===== src/rtl/eth_rx_dispatch8.sv =====
// Receive-side sequencer for the 8-bit Ethernet header decoder: gates the 14
// header bytes, filters on destination MAC, steers payload by EtherType.
module eth_rx_dispatch8 #(
   parameter int          AVL_SIZE  = 8,
   parameter int          MAC_SIZE  = 48,
   parameter int          HDR_BYTES = 14,
   parameter logic [15:0] TYPE_IPV4 = 16'h0800,
   parameter logic [15:0] TYPE_ARP  = 16'h0806,
   parameter int          CNT_WIDTH = 16
) (
   input  logic                 clk,
   input  logic                 sync_reset,
   input  logic [AVL_SIZE-1:0]  data_in,
   input  logic                 data_in_valid,
   input  logic                 data_in_sop,
   input  logic                 data_in_eop,
   input  logic                 data_in_error,
   input  logic [MAC_SIZE-1:0]  local_mac,
   input  logic                 promisc,
   output logic                 dec_data_valid,
   input  logic [MAC_SIZE-1:0]  dec_dest_mac,
   input  logic [15:0]          dec_packet_type,
   output logic [AVL_SIZE-1:0]  payload_data,
   output logic                 ip_valid,
   output logic                 arp_valid,
   output logic                 payload_sop,
   output logic                 payload_eop,
   output logic                 payload_error,
   output logic                 payload_abort,
   output logic [CNT_WIDTH-1:0] frames_accepted,
   output logic [CNT_WIDTH-1:0] frames_dropped
);

   typedef enum logic [2:0] {ST_IDLE, ST_HEADER, ST_ROUTE, ST_PAYLOAD, ST_DROP} state_t;
   typedef enum logic [1:0] {RT_DROP, RT_IP, RT_ARP} route_t;

   localparam logic [3:0]           HDR_LAST = 4'(HDR_BYTES - 1);
   localparam logic [CNT_WIDTH-1:0] CNT_MAX  = '1;
   localparam logic [MAC_SIZE-1:0]  MAC_BCAST = '1;

   state_t                r_state;
   state_t                w_state_next;
   route_t                r_route;
   route_t                w_route_comb;
   route_t                w_route_eff;
   logic [3:0]            r_hdr_cnt;
   logic                  r_emitted;
   logic                  w_sop;
   logic                  w_eop;
   logic                  w_mac_match;
   logic                  w_fwd;
   logic                  w_abort;
   logic                  w_inc_acc;
   logic                  w_inc_drop;
   logic                  w_dec_valid;
   logic [AVL_SIZE-1:0]   r_payload_data;
   logic                  r_ip_valid;
   logic                  r_arp_valid;
   logic                  r_payload_sop;
   logic                  r_payload_eop;
   logic                  r_payload_error;
   logic                  r_payload_abort;
   logic [CNT_WIDTH-1:0]  r_frames_accepted;
   logic [CNT_WIDTH-1:0]  r_frames_dropped;

   assign w_sop = data_in_valid & data_in_sop;
   assign w_eop = data_in_valid & data_in_eop;

   assign w_mac_match = promisc | (dec_dest_mac == local_mac) | (dec_dest_mac == MAC_BCAST);

   // Decoder fields are only final in ROUTE; later states use the latched copy.
   always_comb begin
      w_route_comb = RT_DROP;
      if (w_mac_match) begin
         if (dec_packet_type == TYPE_IPV4)     w_route_comb = RT_IP;
         else if (dec_packet_type == TYPE_ARP) w_route_comb = RT_ARP;
      end
   end

   assign w_route_eff = (r_state == ST_ROUTE) ? w_route_comb : r_route;

   // NOTE: state and datapath registers use non-blocking assignments so every
   // always_ff reads the pre-edge value of its neighbours.
   always_ff @(posedge clk) begin
      if (sync_reset) r_state <= ST_IDLE;
      else            r_state <= w_state_next;
   end

   // NOTE: every combinational output gets a default first, so no path can
   // leave it unassigned and infer a latch.
   always_comb begin
      w_state_next = r_state;
      case (r_state)
         ST_IDLE: ;
         ST_HEADER: begin
            if (w_eop)                                     w_state_next = ST_IDLE;
            else if (data_in_valid && r_hdr_cnt == HDR_LAST) w_state_next = ST_ROUTE;
         end
         ST_ROUTE: begin
            if (w_eop)                        w_state_next = ST_IDLE;
            else if (w_route_comb == RT_DROP) w_state_next = ST_DROP;
            else                              w_state_next = ST_PAYLOAD;
         end
         ST_PAYLOAD, ST_DROP: begin
            if (w_eop) w_state_next = ST_IDLE;
         end
         default: w_state_next = ST_IDLE;
      endcase
      // An SOP always restarts the header, whatever the current state.
      if (w_sop) w_state_next = data_in_eop ? ST_IDLE : ST_HEADER;
   end

   always_comb begin
      w_dec_valid = w_sop | ((r_state == ST_HEADER) & data_in_valid);
      w_fwd       = 1'b0;
      w_abort     = 1'b0;
      w_inc_drop  = 1'b0;
      case (r_state)
         ST_HEADER:  w_inc_drop = w_eop;
         ST_ROUTE: begin
            if (w_route_comb == RT_DROP) w_inc_drop = w_eop;
            else                         w_fwd      = data_in_valid;
         end
         ST_PAYLOAD: w_fwd      = data_in_valid;
         ST_DROP:    w_inc_drop = w_eop;
         default: ;
      endcase
      if (w_sop) begin
         w_fwd      = 1'b0;
         w_inc_drop = (r_state != ST_IDLE) | data_in_eop;
         w_abort    = r_emitted;
      end
      w_inc_acc = w_fwd & data_in_eop;
   end

   assign dec_data_valid = w_dec_valid;

   always_ff @(posedge clk) begin
      if (sync_reset) begin
         r_hdr_cnt <= '0;
         r_route   <= RT_DROP;
         r_emitted <= 1'b0;
      end else begin
         if (w_sop)                                         r_hdr_cnt <= 4'd1;
         else if (r_state == ST_HEADER && data_in_valid)    r_hdr_cnt <= r_hdr_cnt + 4'd1;
         if (r_state == ST_ROUTE)                           r_route <= w_route_comb;
         r_emitted <= (w_state_next == ST_PAYLOAD) & (r_emitted | w_fwd);
      end
   end

   always_ff @(posedge clk) begin
      if (sync_reset) begin
         r_payload_data    <= '0;
         r_ip_valid        <= 1'b0;
         r_arp_valid       <= 1'b0;
         r_payload_sop     <= 1'b0;
         r_payload_eop     <= 1'b0;
         r_payload_error   <= 1'b0;
         r_payload_abort   <= 1'b0;
         r_frames_accepted <= '0;
         r_frames_dropped  <= '0;
      end else begin
         if (w_fwd) r_payload_data <= data_in;
         r_ip_valid      <= w_fwd & (w_route_eff == RT_IP);
         r_arp_valid     <= w_fwd & (w_route_eff == RT_ARP);
         r_payload_sop   <= w_fwd & ~r_emitted;
         r_payload_eop   <= w_fwd & data_in_eop;
         r_payload_error <= w_fwd & data_in_eop & data_in_error;
         r_payload_abort <= w_abort;
         if (w_inc_acc && r_frames_accepted != CNT_MAX)
            r_frames_accepted <= r_frames_accepted + 1'b1;
         if (w_inc_drop && r_frames_dropped != CNT_MAX)
            r_frames_dropped <= r_frames_dropped + 1'b1;
      end
   end

   assign payload_data    = r_payload_data;
   assign ip_valid        = r_ip_valid;
   assign arp_valid       = r_arp_valid;
   assign payload_sop     = r_payload_sop;
   assign payload_eop     = r_payload_eop;
   assign payload_error   = r_payload_error;
   assign payload_abort   = r_payload_abort;
   assign frames_accepted = r_frames_accepted;
   assign frames_dropped  = r_frames_dropped;

endmodule


===== config.mk =====
export PLATFORM = sky130hd
export DESIGN_NAME = eth_rx_dispatch8
export DESIGN_NICKNAME = d
export VERILOG_FILES = /design/src/rtl/eth_rx_dispatch8.sv
export SDC_FILE = /design/constraint.sdc
export NUM_CORES = 1
export LEC_CHECK = 0
export BUFFER_PORTS_ARGS = -buffer_cell sky130_fd_sc_hd__buf_4
export CAP_MARGIN = 20
export CELL_PAD_IN_SITES_DETAIL_PLACEMENT = 0
export CELL_PAD_IN_SITES_GLOBAL_PLACEMENT = 2
export CORE_UTILIZATION = 25
export CTS_BUF_LIST = sky130_fd_sc_hd__clkbuf_8
export DETAILED_ROUTE_END_ITERATION = 8
export PLACE_DENSITY = 0.8
export SETUP_SLACK_MARGIN = 0.3
export SYNTH_ARGS = -nofsm -noshare
export SYNTH_HDL_FRONTEND = slang
export SYNTH_SLANG_ARGS = --single-unit

===== constraint.sdc =====
create_clock -name clk -period 2.5 [get_ports clk]
set_clock_uncertainty 0.05 [all_clocks]
set_input_delay 0.25 -clock clk [delete_from_list [all_inputs] [get_ports clk]]
set_output_delay 0.25 -clock clk [all_outputs]
set_load 0.02 [all_outputs]

### Word level (Yosys, flattened, before mapping)

Cells that the tools add are included.

| storage, ports and cells | value |
|---|---|
| flip-flop bits (word level) | 56 |
| input port bits | 127 |
| output and inout bits | 47 |
| logic and storage cells | 79 |

| cells by class | value |
|---|---|
| $add $sub $neg | 3 |
| equal/unequal tests | 14 |
| muxes and demuxes | 20 |
| bitwise operators | 16 |
| reduce and logical (&&, ||, !) cells | 12 |

Operator list:

| operator | count |
|---|---|
| equality test 48 bit | 1 |
| equality test 48 bit (second input constant) | 1 |
| adder 16 x 1 -> 16 bit (second input constant) | 2 |
| equality test 16 x 12 -> 1 bit (second input constant) | 2 |
| != test 16 bit (second input constant) | 2 |
| two-way mux 3 bit | 6 |
| case mux 3 bit (4 select lines) | 1 |
| bitwise AND 1 bit | 9 |
| equality test 3 x 2 -> 1 bit (second input constant) | 3 |
| two-way mux 2 bit | 4 |
| OR reduction 2 bit | 4 |
| two-way mux 1 bit | 7 |
| bitwise OR 1 bit | 5 |
| adder 4 x 1 -> 4 bit (second input constant) | 1 |
| equality test 4 bit (second input constant) | 1 |
| logical AND 1 bit | 4 |
| case mux 1 bit (2 select lines) | 2 |
| equality test 3 x 1 -> 1 bit (second input constant) | 1 |
| equality test 3 bit (second input constant) | 1 |
| zero test 3 bit | 1 |
| nonzero test 3 bit | 1 |
| equality test 2 x 1 -> 1 bit (second input constant) | 1 |
| equality test 2 bit (second input constant) | 1 |
| zero test 2 bit | 1 |
| 2 further kinds | 3 |

### Longest topological paths before layout

Gate-level depths: netlist (run 1).

| depth | value |
|---|---|
| depth in word-level cells | 11 |
| mapped depth | 10 |
| mapped depth without buffers | 7 |

### Worst setup path before layout (run 1)

Ideal clock, no wire load.

| path | value |
|---|---|
| path kind | register to register |
| start | register r_frames_accepted[2] (netlist: frames_accepted[2]) |
| end | register r_frames_accepted[14] (netlist: frames_accepted[14]) |
| setup time | 0.116 ns |
| data arrival time | 2.142 ns |
| data required time | 2.334 ns |
| setup slack | 0.192 ns |
| stages on the path, launching flop included | 8 |
| buffers on the path | 0 |
| clock period less this slack | 2.308 ns |
| cells stage by stage | dfxtp_1 and4_1 nand4_1 or2_2 nor3_1 nand3_1 or4b_1 o211a_1 |

| between the ends | value |
|---|---|
| cells in the longest elaborated chain, start to end | 2 |
| elaborated cells between the ends (all ways) | 3 |
| those cells by class | 1 x add/sub; 1 x eq/ne; 1 x reduce/logical |

Ends and longest elaborated chain:

| item | RTL line | text |
|---|---|---|
| start, declared | 63 | `logic [CNT_WIDTH-1:0] r_frames_accepted;` |
| start signal, assigned | 171 | `r_frames_accepted <= r_frames_accepted + 1'b1;` |
| branches (longest 2 deep; another with adder 16 x 1 -> 16 bit) | - |  |

Several ways; the timed one is not identified.
A chain may end at the register's enable or synchronous reset.

### Worst setup path after layout (run 1)

| path | value |
|---|---|
| start | input port dec_packet_type[0] |
| end | register r_frames_dropped[3] (netlist: frames_dropped[3]) |

| between the ends | value |
|---|---|
| cells in the longest elaborated chain, start to end | 9 |
| elaborated cells between the ends (all ways) | 10 |
| those cells by class | 2 x eq/ne; 6 x mux; 2 x reduce/logical |

Ends and longest elaborated chain:

| item | RTL line | text |
|---|---|---|
| start, declared | 22 | `input logic [15:0] dec_packet_type,` |
| equality test 16 x 12 -> 1 bit | 76 | `else if (dec_packet_type == TYPE_ARP) w_route_comb = RT_ARP;` |
| two-way mux 2 bit | 76 |  |
| two-way mux 2 bit * | 75 | `if (dec_packet_type == TYPE_IPV4) w_route_comb = RT_IP;` |
| two-way mux 2 bit * | 74 | `if (w_mac_match) begin` |
| zero test 2 bit * | 121 | `if (w_route_comb == RT_DROP) w_inc_drop = w_eop;` |
| two-way mux 1 bit * | 121 |  |
| case mux 1 bit (2 select lines) * | 118 | `case (r_state)` |
| two-way mux 1 bit * | 128 | `if (w_sop) begin` |
| logical AND 1 bit * | 172 | `if (w_inc_drop && r_frames_dropped != CNT_MAX)` |
| end signal, assigned | 173 | `r_frames_dropped <= r_frames_dropped + 1'b1;` |
| end, declared | 64 | `logic [CNT_WIDTH-1:0] r_frames_dropped;` |

Mark *: on every way between the ends. The rest lies on a longest branch, timed or not.

==> results_tabular.tex, run 1 <==
\begin{tabular}{lr}
\hline
Metric & Value \\
\hline
\multicolumn{2}{l}{\textbf{Final layout}} \\
\quad Proportion of layout cells with a drive suffix above 1 & 0.446 \\
\quad \# fillers & 1338 \\
\quad Antenna Cells & 0 \\
\quad Final cell count without fillers & 788 \\
\quad Final layout net count & approximately 740 \\
\quad Area overhead of the layout relative to synthesis & 61.4\% \\
\multicolumn{2}{l}{\textbf{Routing}} \\
\quad Antenna Violating Nets Remaining & 0 \\
\quad Average vias per placed instance & 4.92 \\
\quad DR iter-0 viols & 144 \\
\quad Overall routed net length & 11.9 mm \\
\quad Routed wire per std cell & between 15 and 20 um \\
\quad Drt first pass iters & 4 \\
\quad DRC violations left & 0 \\
\quad Overall via count from detail\_route & $\sim$3900 \\
\multicolumn{2}{l}{\textbf{Setup path}} \\
\quad Delay contributed by the slowest stage of the critical path & 0.53 ns \\
\quad Data required time at the worst endpoint & 2.67 ns \\
\quad Startpoint type of the worst setup path & input port \\
\quad Critical path endpoint category & register \\
\quad Crit-path cells & buf\_4 > or4\_4 > nor4\_4 > o21a\_2 > buf\_4 > a311oi\_2 > buf\_4 > nand2\_1 > mux2\_2 \\
\quad Standard cell with the maximum stage delay on the critical path & sky130\_fd\_sc\_hd\_\_or4\_4 \\
\quad Cell with the most instances on the worst path & sky130\_fd\_sc\_hd\_\_buf\_4 \\
\quad Highest fanout seen on the critical path & 7 \\
\quad Data arrival time of the critical path & 2.38 ns \\
\quad Classification of the worst setup path & in -> reg \\
\multicolumn{2}{l}{\textbf{Synth}} \\
\quad Primary flip-flop cell chosen by synthesis mapping & sky130\_fd\_sc\_hd\_\_dfxtp\_1 \\
\quad Post-Syn Instances & 411 \\
\quad Area share of the leading cell type in the synthesized netlist & 0.327 \\
\quad Top cells by area, synth & sky130\_fd\_sc\_hd\_\_dfxtp\_1 33\%, sky130\_fd\_sc\_hd\_\_xor2\_1 13\%, sky130\_fd\_sc\_hd\_\_nand4\_1 4.2\%, sky130\_fd\_sc\_hd\_\_nor2\_1 4.2\%, sky130\_fd\_sc\_hd\_\_a21oi\_1 3.8\% \\
\quad Async set or reset register ratio after synthesis & 0 \\
\quad Synthesized area divided by synthesized cell count & 8.34 um2 \\
\quad XOR/XNOR Fraction of Synth Area & 0.133 \\
\quad Area share of and/or/nand/nor cells after synthesis & 0.295 \\
\quad Total standard cell area after synthesis & around 3400 um2 \\
\quad Mux contribution to synthesized area & 0.0489 \\
\quad Number of different library cells in the post-synthesis netlist & 53 \\
\quad FF+latch count, synth & 56 \\
\quad Total nets after synthesis & between 500 and 600 \\
\quad Dominant combinational cell family by area after synthesis & simple AND/OR/NAND/NOR gates \\
\quad Number of synthesis warnings & 0 \\
\quad Count of flip-flops with a built-in enable after synthesis & 0 \\
\quad Adder and majority gate portion of the synthesized area & 0.0146 \\
\quad Most area-hungry cell type in the Yosys netlist & sky130\_fd\_sc\_hd\_\_dfxtp\_1 \\
\quad Post-synthesis compound-gate area fraction & 0.148 \\
\quad Fraction of the yosys area taken by sequential cells & 0.327 \\
\multicolumn{2}{l}{\textbf{Die}} \\
\quad Io pins & 174 \\
\quad Die Ht & 119 um \\
\quad Floorplan Core Area & 13300 um2 \\
\quad Initial cell density of the core & 0.258 \\
\quad Die area & 14200 um2 \\
\quad Die extent in x & around 120 um \\
\quad Row Count & 42 \\
\multicolumn{2}{l}{\textbf{Clock tree}} \\
\quad Master cell of the clock root buffer & sky130\_fd\_sc\_hd\_\_clkbuf\_8 \\
\quad Clock buffer count from CTS & 5 \\
\quad Worst-path clk slew & 0.11 ns \\
\quad CTS max path bufs & 2 \\
\quad Count of clock tree sinks & 56 \\
\quad CTS H-tree lvls & 2 \\
\quad Latest clock arrival within the worst-skew pair & 0.33 ns \\
\quad Number of buffers added to fix hold violations after cts & 0 \\
\quad CTS tree & built \\
\multicolumn{2}{l}{\textbf{Global route}} \\
\quad Global-route total usage across every layer & 0.166 \\
\quad Pin count of the biggest net entering global routing & 35 \\
\quad Overflow left after global routing & 0 \\
\quad First-pass GRT wire length & 18.9 mm \\
\quad Antenna violations before repair & 0 \\
\quad Vias in the first global route & 3927 \\
\multicolumn{2}{l}{\textbf{Timing}} \\
\quad Slew of the pin with the lowest slew margin & $\sim$0.67 ns \\
\quad Unrepaired setup endpoints after global routing & yes \\
\quad Setup violators final & 0 \\
\quad Hold WS & approximately 0.074 ns \\
\quad Highest clock rate & 0.455 GHz \\
\quad Tcrit/Tclk final & 0.880 \\
\quad Relative slew slack & 0.552 \\
\quad Final Slew Violations & 0 \\
\quad Minimum clock period & approximately 2.2 ns \\
\quad Fin. Hold Viols & 0 \\
\multicolumn{2}{l}{\textbf{Run status}} \\
\quad Result of the run & finished clean \\
\multicolumn{2}{l}{\textbf{Place}} \\
\quad IO Port Bufs & 173 \\
\quad HPWL after detailed placement & approximately 9.5 mm \\
\quad Routability congestion estimate & 0.892 \\
\quad Number of placed instances, taps included & 766 \\
\multicolumn{2}{l}{\textbf{Power}} \\
\quad IR Drop Worst-Case VDD & approximately 0.18 mV \\
\quad Power density normalized to cell area & around 330 nW/um2 \\
\quad Total leakage power & 2.33 nW \\
\multicolumn{2}{l}{\textbf{Run}} \\
\quad Number of maximum-capacitance violations & 0 \\
\multicolumn{2}{l}{\textbf{Hold path}} \\
\quad Worst min-delay path category & in -> reg \\
\hline
\end{tabular}
## synth_stat cells (5+ instances only)
master	number
sky130_fd_sc_hd__dfxtp_1	56
sky130_fd_sc_hd__xor2_1	49
sky130_fd_sc_hd__nor2_1	38
sky130_fd_sc_hd__a21oi_1	26
sky130_fd_sc_hd__nand2_1	24
sky130_fd_sc_hd__nand4_1	23
sky130_fd_sc_hd__o21ai_0	21
sky130_fd_sc_hd__nor4_1	16
sky130_fd_sc_hd__or3_1	15
sky130_fd_sc_hd__nand3_1	13
sky130_fd_sc_hd__nor3_1	12
sky130_fd_sc_hd__clkbuf_1	11
sky130_fd_sc_hd__mux2i_1	10
sky130_fd_sc_hd__inv_1	8
sky130_fd_sc_hd__nor2b_1	7
sky130_fd_sc_hd__mux2_2	6
sky130_fd_sc_hd__and2_1	5
sky130_fd_sc_hd__nand2b_1	5
## layout by cell type (no fill, tap or decap), drive strengths merged, types with 5 or more instances in the layout
cell and instances:
or3 15, nor2 38, nor2b 7, dfxtp 56, o31ai 5, buf 208, clkbuf 5, nand3 13
a21oi 27, xor2 49, mux2i 10, mux2 6, o21ai 21, and2 5, nor3 12, nor4 18
inv 10, o211ai 5, nand4 23, nand2b 5, nand2 24
## report_power, final
group          leakage [nW]  internal [W]  switching, W
Combinational          1.82      0.000216      0.000176
Sequential            0.457      0.000893    0.00000598
Clock                0.0491      0.000208      0.000345
## worst paths after layout
| check | from | to | slack, ns | depth (start not counted) |
|---|---|---|---|---|
| worst min register to register | r_emitted$_SDFF_PP0_ | payload_sop$_SDFF_PP0_ | 0.42 | 1 |
| worst max-delay path | dec_packet_type[0] | frames_dropped[3]$_SDFFE_PP0P_ | 0.30 | 9 |
| worst min-delay path | data_in_error | payload_error$_SDFF_PP0_ | 0.07 | 2 |
| worst max register to register | frames_dropped[9]$_SDFFE_PP0P_ | frames_dropped[5]$_SDFFE_PP0P_ | 0.37 | 8 |
## registers in the layout, summed over array words and instances (netlist names)
register and flops:
r_state 3, r_emitted 1, payload_sop 1, ip_valid 1
r_route 2, payload_abort 1, payload_data 8, payload_eop 1
frames_dropped 16, r_hdr_cnt 4, payload_error 1, frames_accepted 16
arp_valid 1
## stage by stage
step | cell area (um2) | worst slack, ns | total power, W | setup TNS, ns | util
2_1_floorplan | 3440 | 0.299 | 0.00104 | 0 | -
4_1_cts | 5300 | 0.218 | 0.00184 | 0 | 0.398
5_1_grt | 5530 | 0.239 | 0.00193 | 0 | 0.416
6_report | 5530 | 0.300 | 0.00184 | 0 | 0.416
3_5_place_dp | 5060 | -0.251 | 0.00128 | -3.87 | 0.380
3_3_place_gp | 5060 | -0.219 | 0.00128 | -2.66 | 0.380
## worst max-delay path, delay by kind of cell
kind	cells	cell delay, ns
and+or+nand+nor	3	0.84
buffers and inverters	3	0.51
AOI/OAI and AO/OA	2	0.46
muxes	1	0.32
## cells by family (layout without fill, tap and decap cells)
logic type	Yosys count	in the layout
AOI/OAI and AO/OA	76	78
xor gates and xnor gates	52	52
adders and majority gates	4	4
buffers and inverters	25	224
DFF	56	56
muxes	16	16
and+or+nand+nor	182	182
## cell type report
type                    count  area (um2)  area share
clock buffers               5        68.8      0.0124
well taps                 176         220      0.0398
repair buffers            208        1610       0.291
inverters                   8        30.0     0.00543
flip-flops and latches     56        1140       0.206
clock inverters             3        26.3     0.00475
multi-input cells         332        2430       0.440
## repair_timing
item	CTS	global route
gates cloned	1	1
resized for setup	19	41
endpoints found under the setup margin	29	39
pin swaps	7	19
setup buffers	6	6
## per-layer routing
layer | share of wire | vias to the layer above | GRT usage | wire length (um)
li1 | - | 1907 | - | -
met1 | 0.39 | 1810 | 0.180 | 4670
met2 | 0.52 | 141 | 0.315 | 6170
met3 | 0.065 | 18 | 0.0393 | 776
met4 | 0.021 | 0 | 0.0459 | 244
met5 | 0 | - | 0 | 0
Power figures use the tool's default switching activity.
==> run 2, diff against run 1 <==
--- a/config.mk
+++ b/config.mk
@@ -13,6 +13,7 @@
 export CTS_BUF_LIST = sky130_fd_sc_hd__clkbuf_8
 export DETAILED_ROUTE_END_ITERATION = 8
 export PLACE_DENSITY = 0.8
+export RECOVER_POWER = 25
 export SETUP_SLACK_MARGIN = 0.3
 export SYNTH_ARGS = -nofsm -noshare
 export SYNTH_HDL_FRONTEND = slang
==> results_tabular.tex, run 2 (synthesis results as in run 1) <==
\begin{tabular}{lr}
\hline
Metric & Value \\
\hline
\multicolumn{2}{l}{\textbf{Run status}} \\
\quad Result of the run & finished clean \\
\multicolumn{2}{l}{\textbf{Timing}} \\
\quad Hold WS & 0.0745 ns (+0.000304 ns) \\
\quad Setup violators final & 0 (unchanged) \\
\quad Fin. Hold Viols & 0 (unchanged) \\
\quad Unrepaired setup endpoints after global routing & yes \\
\quad Tcrit/Tclk final & 0.886 (+0.00560) \\
\quad Minimum clock period & 2.21 ns (+0.0140 ns) \\
\quad Final Slew Violations & 0 (unchanged) \\
\quad Highest clock rate & 0.452 GHz (-0.63\%) \\
\quad Relative slew slack & 0.227 (-0.326) \\
\quad Slew of the pin with the lowest slew margin & 1.16 ns (+0.494 ns) \\
\quad Minimum setup slack in the final design & 0.286 ns (-0.0140 ns) \\
\multicolumn{2}{l}{\textbf{Hold path}} \\
\quad Number of instances on the worst hold path & 2 (unchanged) \\
\quad End point of the worst hold path & payload\_error\$\_SDFF\_PP0\_ \\
\quad Startpoint of the lowest-slack hold path & data\_in\_error \\
\quad Worst min-delay path category & in -> reg \\
\multicolumn{2}{l}{\textbf{Setup path}} \\
\quad Startpoint type of the worst setup path & register \\
\quad Classification of the worst setup path & reg -> reg \\
\quad Data arrival time of the critical path & 2.39 ns (about the same) \\
\quad Number of cells traversed by the worst register-to-register path & 7 (-1) \\
\quad Startpoint of the most critical register-to-register path & frames\_accepted[2]\$\_SDFFE\_PP0P\_ \\
\quad Internal reg-to-reg setup slack & 0.29 ns (-0.08 ns) \\
\quad Highest fanout seen on the critical path & 7 (unchanged) \\
\quad Critical path endpoint category & register \\
\quad Data required time at the worst endpoint & 2.68 ns (about the same) \\
\quad Critical register-to-register path endpoint & frames\_accepted[14]\$\_SDFFE\_PP0P\_ \\
\multicolumn{2}{l}{\textbf{Final layout}} \\
\quad Final standard cell utilization of the core & 0.409 (-0.00631) \\
\quad Commonest cells after routing, fill and taps aside & 180 x sky130\_fd\_sc\_hd\_\_buf\_4, 52 x sky130\_fd\_sc\_hd\_\_dfxtp\_1, 47 x sky130\_fd\_sc\_hd\_\_xor2\_1 \\
\quad Proportion of layout cells with a drive suffix above 1 & 0.405 (-0.0408) \\
\quad Final layout net count & 742 (unchanged) \\
\quad Antenna Cells & 0 (unchanged) \\
\quad Commonest non-fill, non-tap cell in the layout & sky130\_fd\_sc\_hd\_\_buf\_4 \\
\quad Area overhead of the layout relative to synthesis & 58.9\% \\
\quad Post-route cell area & 5440 um2 (-1.5\%) \\
\multicolumn{2}{l}{\textbf{Place}} \\
\quad IO Port Bufs & 173 (unchanged) \\
\quad Routability congestion estimate & 0.892 (unchanged) \\
\quad HPWL after detailed placement & 9.50 mm (unchanged) \\
\quad Area post-placement & 5060 um2 (unchanged) \\
\quad Worst slack, placed & -0.251 ns (unchanged) \\
\multicolumn{2}{l}{\textbf{Routing}} \\
\quad Average vias per placed instance & 4.91 (-0.15\%) \\
\quad Overall routed net length & 11.9 mm (+0.13\%) \\
\quad Antenna Violating Nets Remaining & 0 (unchanged) \\
\quad Overall via count from detail\_route & 3870 (-0.15\%) \\
\quad DRC violations left & 0 (unchanged) \\
\quad Drt first pass iters & 4 (unchanged) \\
\quad Routed wire per std cell & 15.1 um (+0.13\%) \\
\quad DR iter-0 viols & 177 (+23\%) \\
\multicolumn{2}{l}{\textbf{Global route}} \\
\quad Overflow left after global routing & 0 (unchanged) \\
\quad Global-route total usage across every layer & 0.166 (unchanged) \\
\quad Vias in the first global route & 3927 (unchanged) \\
\quad Pin count of the biggest net entering global routing & 35 (unchanged) \\
\quad Antenna violations before repair & 0 (unchanged) \\
\quad First-pass GRT wire length & 18.9 mm (unchanged) \\
\multicolumn{2}{l}{\textbf{Clock tree}} \\
\quad Master cell of the clock root buffer & sky130\_fd\_sc\_hd\_\_clkbuf\_8 \\
\quad CTS max path bufs & 2 (unchanged) \\
\quad Clock buffer count from CTS & 5 (unchanged) \\
\quad Latest clock arrival within the worst-skew pair & 0.33 ns (about the same) \\
\quad Count of clock tree sinks & 56 (unchanged) \\
\quad CTS H-tree lvls & 2 (unchanged) \\
\quad CTS tree & built \\
\quad Worst-path clk slew & 0.11 ns (about the same) \\
\multicolumn{2}{l}{\textbf{Power}} \\
\quad Total leakage power & 2.24 nW (-3.6\%) \\
\quad IR Drop Worst-Case VDD & 0.184 mV (+2.1\%) \\
\quad Power density normalized to cell area & 339 nW/um2 (+1.8\%) \\
\multicolumn{2}{l}{\textbf{Run}} \\
\quad Number of maximum-capacitance violations & 0 (unchanged) \\
\multicolumn{2}{l}{\textbf{Die}} \\
\quad Die area & 14200 um2 (unchanged) \\
\quad Initial cell density of the core & 0.258 (unchanged) \\
\quad Row Count & 42 (unchanged) \\
\quad Die extent in x & 119 um (unchanged) \\
\quad Die Ht & 119 um (unchanged) \\
\quad Floorplan Core Area & 13300 um2 (unchanged) \\
\quad Io pins & 174 (unchanged) \\
\hline
\end{tabular}
-- run 2: metal layers --
| layer | global-route usage | vias to the layer above | wire [um] | part of all wire |
|---|---|---|---|---|
| met5 | 0 | - | 0 | 0 |
| li1 | - | 1907 | - | - |
| met1 | 0.180 | 1806 | 4700 | 0.40 |
| met3 | 0.0393 | 18 | 763 | 0.064 |
| met4 | 0.0459 | 0 | 239 | 0.020 |
| met2 | 0.315 | 139 | 6180 | 0.52 |
-- run 2: what timing repair did --
item,CTS,global route
gates cloned,1,1
hold buffers,0,0
setup buffers,6,6
endpoints found under the setup margin,29,39
pin swaps,7,19
gates resized for setup,19,41
-- run 2: where the power goes --
group          leakage, nW  switching [W]  internal [W]
clock network       0.0491       0.000347      0.000208
registers            0.454     0.00000604      0.000895
logic                 1.74       0.000176      0.000215
total                 2.24       0.000530       0.00132
-- run 2: worst max-delay path, cell delays in order, from the launching register on --
cell,delay [ns]
sky130_fd_sc_hd__dfxtp_1,0.45
sky130_fd_sc_hd__and4_4,0.27
sky130_fd_sc_hd__nand4_1,0.13
sky130_fd_sc_hd__or2_4,0.28
sky130_fd_sc_hd__nor3_4,0.20
sky130_fd_sc_hd__nand3_1,0.10
sky130_fd_sc_hd__or4b_1,0.50
sky130_fd_sc_hd__o211a_1,0.14
-- run 2: worst max-delay path by stage --
stage                                    start                               end  cells after the start
2_1_floorplan                    local_mac[39]  frames_accepted[14]$_SDFFE_PP0P_                      7
3_3_place_gp                     local_mac[44]   frames_accepted[4]$_SDFFE_PP0P_                      8
3_5_place_dp                     local_mac[42]  frames_accepted[10]$_SDFFE_PP0P_                      8
4_1_cts                          local_mac[31]    frames_dropped[3]$_SDFFE_PP0P_                     11
5_1_grt        frames_accepted[2]$_SDFFE_PP0P_  frames_accepted[14]$_SDFFE_PP0P_                      7
6_report       frames_accepted[2]$_SDFFE_PP0P_  frames_accepted[14]$_SDFFE_PP0P_                      7
-- run 2: layout make-up --
type,instances,area [um2]
Timing Repair Buffer,208,1540
Clock inverter,3,26.3
Sequential cell,56,1130
Fill cell,1359,7850
Clock buffer,5,68.8
Tap cell,176,220
Inverter,8,30.0
Multi-Input combinational cell,332,2430
-- run 2: metrics by stage --
| stage | setup TNS [ns] | total power, W | std cells |
|---|---|---|---|
| 2_1_floorplan | 0 | 0.00104 | 411 |
| 3_3_place_gp | -2.66 | 0.00128 | 766 |
| 3_5_place_dp | -3.87 | 0.00128 | 766 |
| 4_1_cts | 0 | 0.00184 | 781 |
| 5_1_grt | 0 | 0.00194 | 788 |
| 6_report | 0 | 0.00185 | 788 |
==> run 3, diff against run 2 <==
--- a/config.mk
+++ b/config.mk
@@ -5,14 +5,15 @@
 export SDC_FILE = /design/constraint.sdc
 export NUM_CORES = 1
 export LEC_CHECK = 0
+export ABC_AREA = 1
 export BUFFER_PORTS_ARGS = -buffer_cell sky130_fd_sc_hd__buf_4
 export CAP_MARGIN = 20
 export CELL_PAD_IN_SITES_DETAIL_PLACEMENT = 0
 export CELL_PAD_IN_SITES_GLOBAL_PLACEMENT = 2
-export CORE_UTILIZATION = 25
+export CORE_UTILIZATION = 24
 export CTS_BUF_LIST = sky130_fd_sc_hd__clkbuf_8
 export DETAILED_ROUTE_END_ITERATION = 8
-export PLACE_DENSITY = 0.8
+export PLACE_DENSITY = 0.81
 export RECOVER_POWER = 25
 export SETUP_SLACK_MARGIN = 0.3
 export SYNTH_ARGS = -nofsm -noshare
==> results_tabular.tex, run 3 <==
\begin{tabular}{lr}
\hline
Metric & Value \\
\hline
\multicolumn{2}{l}{\textbf{Clock tree}} \\
\quad Master cell of the clock root buffer & sky130\_fd\_sc\_hd\_\_clkbuf\_8 \\
\quad Latest clock arrival within the worst-skew pair & 0.32 ns (about the same) \\
\quad Worst-path clk slew & 0.11 ns (about the same) \\
\quad CTS H-tree lvls & 2 (unchanged) \\
\quad CTS max path bufs & 2 (unchanged) \\
\quad Count of clock tree sinks & 56 (unchanged) \\
\quad Clock buffer count from CTS & 5 (unchanged) \\
\quad CTS tree & built \\
\multicolumn{2}{l}{\textbf{Final layout}} \\
\quad Final layout net count & 921 (+24\%) \\
\quad Antenna Cells & 0 (unchanged) \\
\quad Commonest cells after routing, fill and taps aside & 193 x sky130\_fd\_sc\_hd\_\_nand2\_1, 161 x sky130\_fd\_sc\_hd\_\_buf\_4, 82 x sky130\_fd\_sc\_hd\_\_inv\_1 \\
\quad Commonest non-fill, non-tap cell in the layout & sky130\_fd\_sc\_hd\_\_nand2\_1 \\
\quad \# fillers & 1768 (+30\%) \\
\quad Proportion of layout cells with a drive suffix above 1 & 0.236 (-0.169) \\
\quad Area overhead of the layout relative to synthesis & 42.2\% \\
\quad Final standard cell utilization of the core & 0.347 (-0.0620) \\
\multicolumn{2}{l}{\textbf{Synth}} \\
\quad Cell with the most instances after synthesis & sky130\_fd\_sc\_hd\_\_nand2\_1 \\
\quad Total nets after synthesis & 742 (+37\%) \\
\quad Synthesized area divided by synthesized cell count & 6.33 um2 (-24\%) \\
\quad Total standard cell area after synthesis & 3870 um2 (+13\%) \\
\quad Most area-hungry cell type in the Yosys netlist & sky130\_fd\_sc\_hd\_\_dfxtp\_1 \\
\quad Count of flip-flops with a built-in enable after synthesis & 0 (unchanged) \\
\quad Post-Syn Instances & 611 (+49\%) \\
\quad List of most frequent post-synthesis cells & 193 x sky130\_fd\_sc\_hd\_\_nand2\_1, 82 x sky130\_fd\_sc\_hd\_\_inv\_1, 66 x sky130\_fd\_sc\_hd\_\_nor2\_1, 56 x sky130\_fd\_sc\_hd\_\_dfxtp\_1, 45 x sky130\_fd\_sc\_hd\_\_xnor2\_1 \\
\quad FF+latch count, synth & 56 (unchanged) \\
\quad Number of different library cells in the post-synthesis netlist & 34 (-36\%) \\
\quad Top cells by area, synth & sky130\_fd\_sc\_hd\_\_dfxtp\_1 29\%, sky130\_fd\_sc\_hd\_\_nand2\_1 19\%, sky130\_fd\_sc\_hd\_\_xnor2\_1 10\%, sky130\_fd\_sc\_hd\_\_inv\_1 8.0\%, sky130\_fd\_sc\_hd\_\_nor2\_1 6.4\% \\
\quad Number of synthesis warnings & 0 (unchanged) \\
\quad Fraction of the yosys area taken by sequential cells & 0.290 (-0.0374) \\
\quad Area share of the leading cell type in the synthesized netlist & 0.290 (-0.0374) \\
\quad Async set or reset register ratio after synthesis & 0 (unchanged) \\
\quad Primary flip-flop cell chosen by synthesis mapping & sky130\_fd\_sc\_hd\_\_dfxtp\_1 \\
\multicolumn{2}{l}{\textbf{Setup path}} \\
\quad Classification of the worst setup path & reg -> reg \\
\quad Highest fanout seen on the critical path & 10 (+3) \\
\quad Number of cells traversed by the worst register-to-register path & 10 (+3) \\
\quad Standard cell with the maximum stage delay on the critical path & sky130\_fd\_sc\_hd\_\_dfxtp\_1 \\
\quad Delay contributed by the slowest stage of the critical path & 0.42 ns (-0.08 ns) \\
\quad Top Family by Delay on Critical Path & simple AND/OR/NAND/NOR gates \\
\quad Startpoint of the most critical register-to-register path & frames\_dropped[1]\$\_SDFFE\_PP0P\_ \\
\quad Crit-path cells & ha\_1 > nand3\_2 > nor3\_4 > nand4\_1 > o21ai\_2 > a21oi\_2 > nand2\_4 > buf\_12 > nand2\_1 > a21oi\_1 \\
\quad Internal reg-to-reg setup slack & 0.41 ns (+0.13 ns) \\
\quad Critical path endpoint category & register \\
\quad Startpoint type of the worst setup path & register \\
\quad Number of buffer and inverter stages on the critical path & 1 (+1) \\
\quad Data arrival time of the critical path & 2.28 ns (-0.11 ns) \\
\quad Critical register-to-register path endpoint & frames\_dropped[13]\$\_SDFFE\_PP0P\_ \\
\quad Data required time at the worst endpoint & 2.69 ns (about the same) \\
\multicolumn{2}{l}{\textbf{Run status}} \\
\quad Result of the run & finished clean \\
\multicolumn{2}{l}{\textbf{Die}} \\
\quad Die extent in x & 129 um (+8.3\%) \\
\quad Die area & 16600 um2 (+17\%) \\
\quad Die Ht & 129 um (+8.3\%) \\
\quad Io pins & 174 (unchanged) \\
\quad Floorplan Core Area & 15800 um2 (+19\%) \\
\quad Initial cell density of the core & 0.244 (-0.0133) \\
\quad Row Count & 46 (+9.5\%) \\
\multicolumn{2}{l}{\textbf{Timing}} \\
\quad Setup violators final & 0 (unchanged) \\
\quad Relative slew slack & 0.688 (+0.461) \\
\quad Final Slew Violations & 0 (unchanged) \\
\quad Highest clock rate & 0.479 GHz (+6.0\%) \\
\quad Tcrit/Tclk final & 0.835 (-0.0505) \\
\quad Minimum clock period & 2.09 ns (-0.126 ns) \\
\quad Unrepaired setup endpoints after global routing & yes \\
\quad Slew of the pin with the lowest slew margin & 0.469 ns (-0.692 ns) \\
\quad Total negative slack & 0 ns (unchanged) \\
\quad Fin. Hold Viols & 0 (unchanged) \\
\multicolumn{2}{l}{\textbf{Routing}} \\
\quad Overall via count from detail\_route & 4318 (+12\%) \\
\quad Routed met1 length & 6.08 mm (+29\%) \\
\quad DR iter-0 viols & 195 (+10\%) \\
\quad Average vias per placed instance & 4.29 (-13\%) \\
\quad Met2 Routed Length & 6.22 mm (+0.79\%) \\
\quad Uppermost layer routed & met4 \\
\quad Routed wire per std cell & 13.3 um (-12\%) \\
\quad Overall routed net length & 13.4 mm (+12\%) \\
\quad Met3 wire length & 907 um (+19\%) \\
\quad Antenna Violating Nets Remaining & 0 (unchanged) \\
\quad DRC violations left & 0 (unchanged) \\
\quad Drt first pass iters & 4 (unchanged) \\
\multicolumn{2}{l}{\textbf{Hold path}} \\
\quad Worst min-delay path category & in -> reg \\
\quad Number of instances on the worst hold path & 2 (unchanged) \\
\quad Startpoint of the lowest-slack hold path & data\_in\_error \\
\quad End point of the worst hold path & payload\_error\$\_SDFF\_PP0\_ \\
\multicolumn{2}{l}{\textbf{Power}} \\
\quad Power density normalized to cell area & 337 nW/um2 (-0.57\%) \\
\quad Total leakage power & 2.54 nW (+13\%) \\
\quad IR Drop Worst-Case VDD & 0.201 mV (+9.1\%) \\
\multicolumn{2}{l}{\textbf{Global route}} \\
\quad Antenna violations before repair & 0 (unchanged) \\
\quad First-pass GRT wire length & 20.8 mm (+10\%) \\
\quad Global-route total usage across every layer & 0.160 (-0.00577) \\
\quad Pin count of the biggest net entering global routing & 40 (+14\%) \\
\quad Overflow left after global routing & 0 (unchanged) \\
\quad Vias in the first global route & 4061 (+3.4\%) \\
\multicolumn{2}{l}{\textbf{Place}} \\
\quad HPWL after detailed placement & 10.9 mm (+15\%) \\
\quad Routability congestion estimate & 0.848 (-4.9\%) \\
\quad IO Port Bufs & 173 (unchanged) \\
\multicolumn{2}{l}{\textbf{Run}} \\
\quad Number of maximum-capacitance violations & 0 (unchanged) \\
\hline
\end{tabular}
[run 3: cell count changes in the layout (fill, tap and decap cells not counted), sizes merged, moves of 7 or more]
cell and change:
or3 -15, nand3 +19, nand4 -8, xnor2 +42, mux2i -10, inv +73, a21oi +14, nand2 +173
xor2 -33, nor2 +28, buf -26, nor4 -15, nor2b -7
[run 3: logic make-up after synthesis]
kind of cell             after synthesis  synth area share
AO/OA/AOI/OAI                         59            0.0799
XOR/XNOR                              61             0.138
adder cells (fa/ha/maj)                4            0.0129
buffers and inverters                 95             0.101
flip-flops                            56             0.290
AND/OR/NAND/NOR                      336             0.379
[run 3: worst max path at each step]
stage,start,endpoint,slack [ns],depth (start not counted)
final,frames_dropped[1]$_SDFFE_PP0P_,frames_dropped[13]$_SDFFE_PP0P_,0.41,10
after global routing,frames_accepted[0]$_SDFFE_PP0P_,frames_accepted[7]$_SDFFE_PP0P_,0.22,12
after CTS,frames_accepted[0]$_SDFFE_PP0P_,frames_accepted[7]$_SDFFE_PP0P_,0.30,12
after detailed placement,frames_accepted[0]$_SDFFE_PP0P_,frames_accepted[8]$_SDFFE_PP0P_,0.24,12
after global placement,frames_accepted[0]$_SDFFE_PP0P_,frames_accepted[8]$_SDFFE_PP0P_,0.22,12
after floorplan,frames_dropped[0]$_SDFFE_PP0P_,frames_dropped[10]$_SDFFE_PP0P_,0.38,9
[run 3: where the power goes]
part | total, W | switching (W) | internal, W
registers | 0.000901 | 0.00000476 | 0.000896
logic | 0.000406 | 0.000188 | 0.000218
clock network | 0.000549 | 0.000323 | 0.000225
total | 0.00186 | 0.000516 | 0.00134
[run 3: metrics by stage]
step / hold slack (ns) / instance area [um2] / total power (W) / instances / setup slack (ns)
final: 0.0752 / 5500 / 0.00186 / 1007 / 0.412
after global routing: 0.0543 / 5500 / 0.00196 / 1007 / 0.218
after CTS: 0.0657 / 5510 / 0.00188 / 1003 / 0.305
after detailed placement: 0.380 / 5410 / 0.00132 / 995 / 0.235
after global placement: 0.372 / 5410 / 0.00132 / 995 / 0.216
after floorplan: 0.327 / 3870 / 0.00109 / 611 / 0.379
[run 3: routing by layer]
layer	global-route usage	vias up
met2	0.271	123
met5	0	-
met3	0.0312	12
li1	-	2264
met4	0.0346	0
met1	0.210	1919
[run 3: repair_timing]
| item | in CTS | in global routing |
|---|---|---|
| gates resized for setup | 2 | 8 |
| setup buffers | 0 | 4 |
| pin swaps | 1 | 3 |
| hold buffers | 0 | 0 |
| endpoints found under the setup margin | 17 | 32 |
[run 3: layout make-up]
class                           instances  area (um2)  share of cell area
Inverter                               83         319              0.0580
Timing Repair Buffer                  184        1320               0.240
Multi-Input combinational cell        460        2370               0.431
Clock buffer                            6        82.6              0.0150
Tap cell                              216         270              0.0491
Sequential cell                        56        1120               0.204
Clock inverter                          2        15.0             0.00273
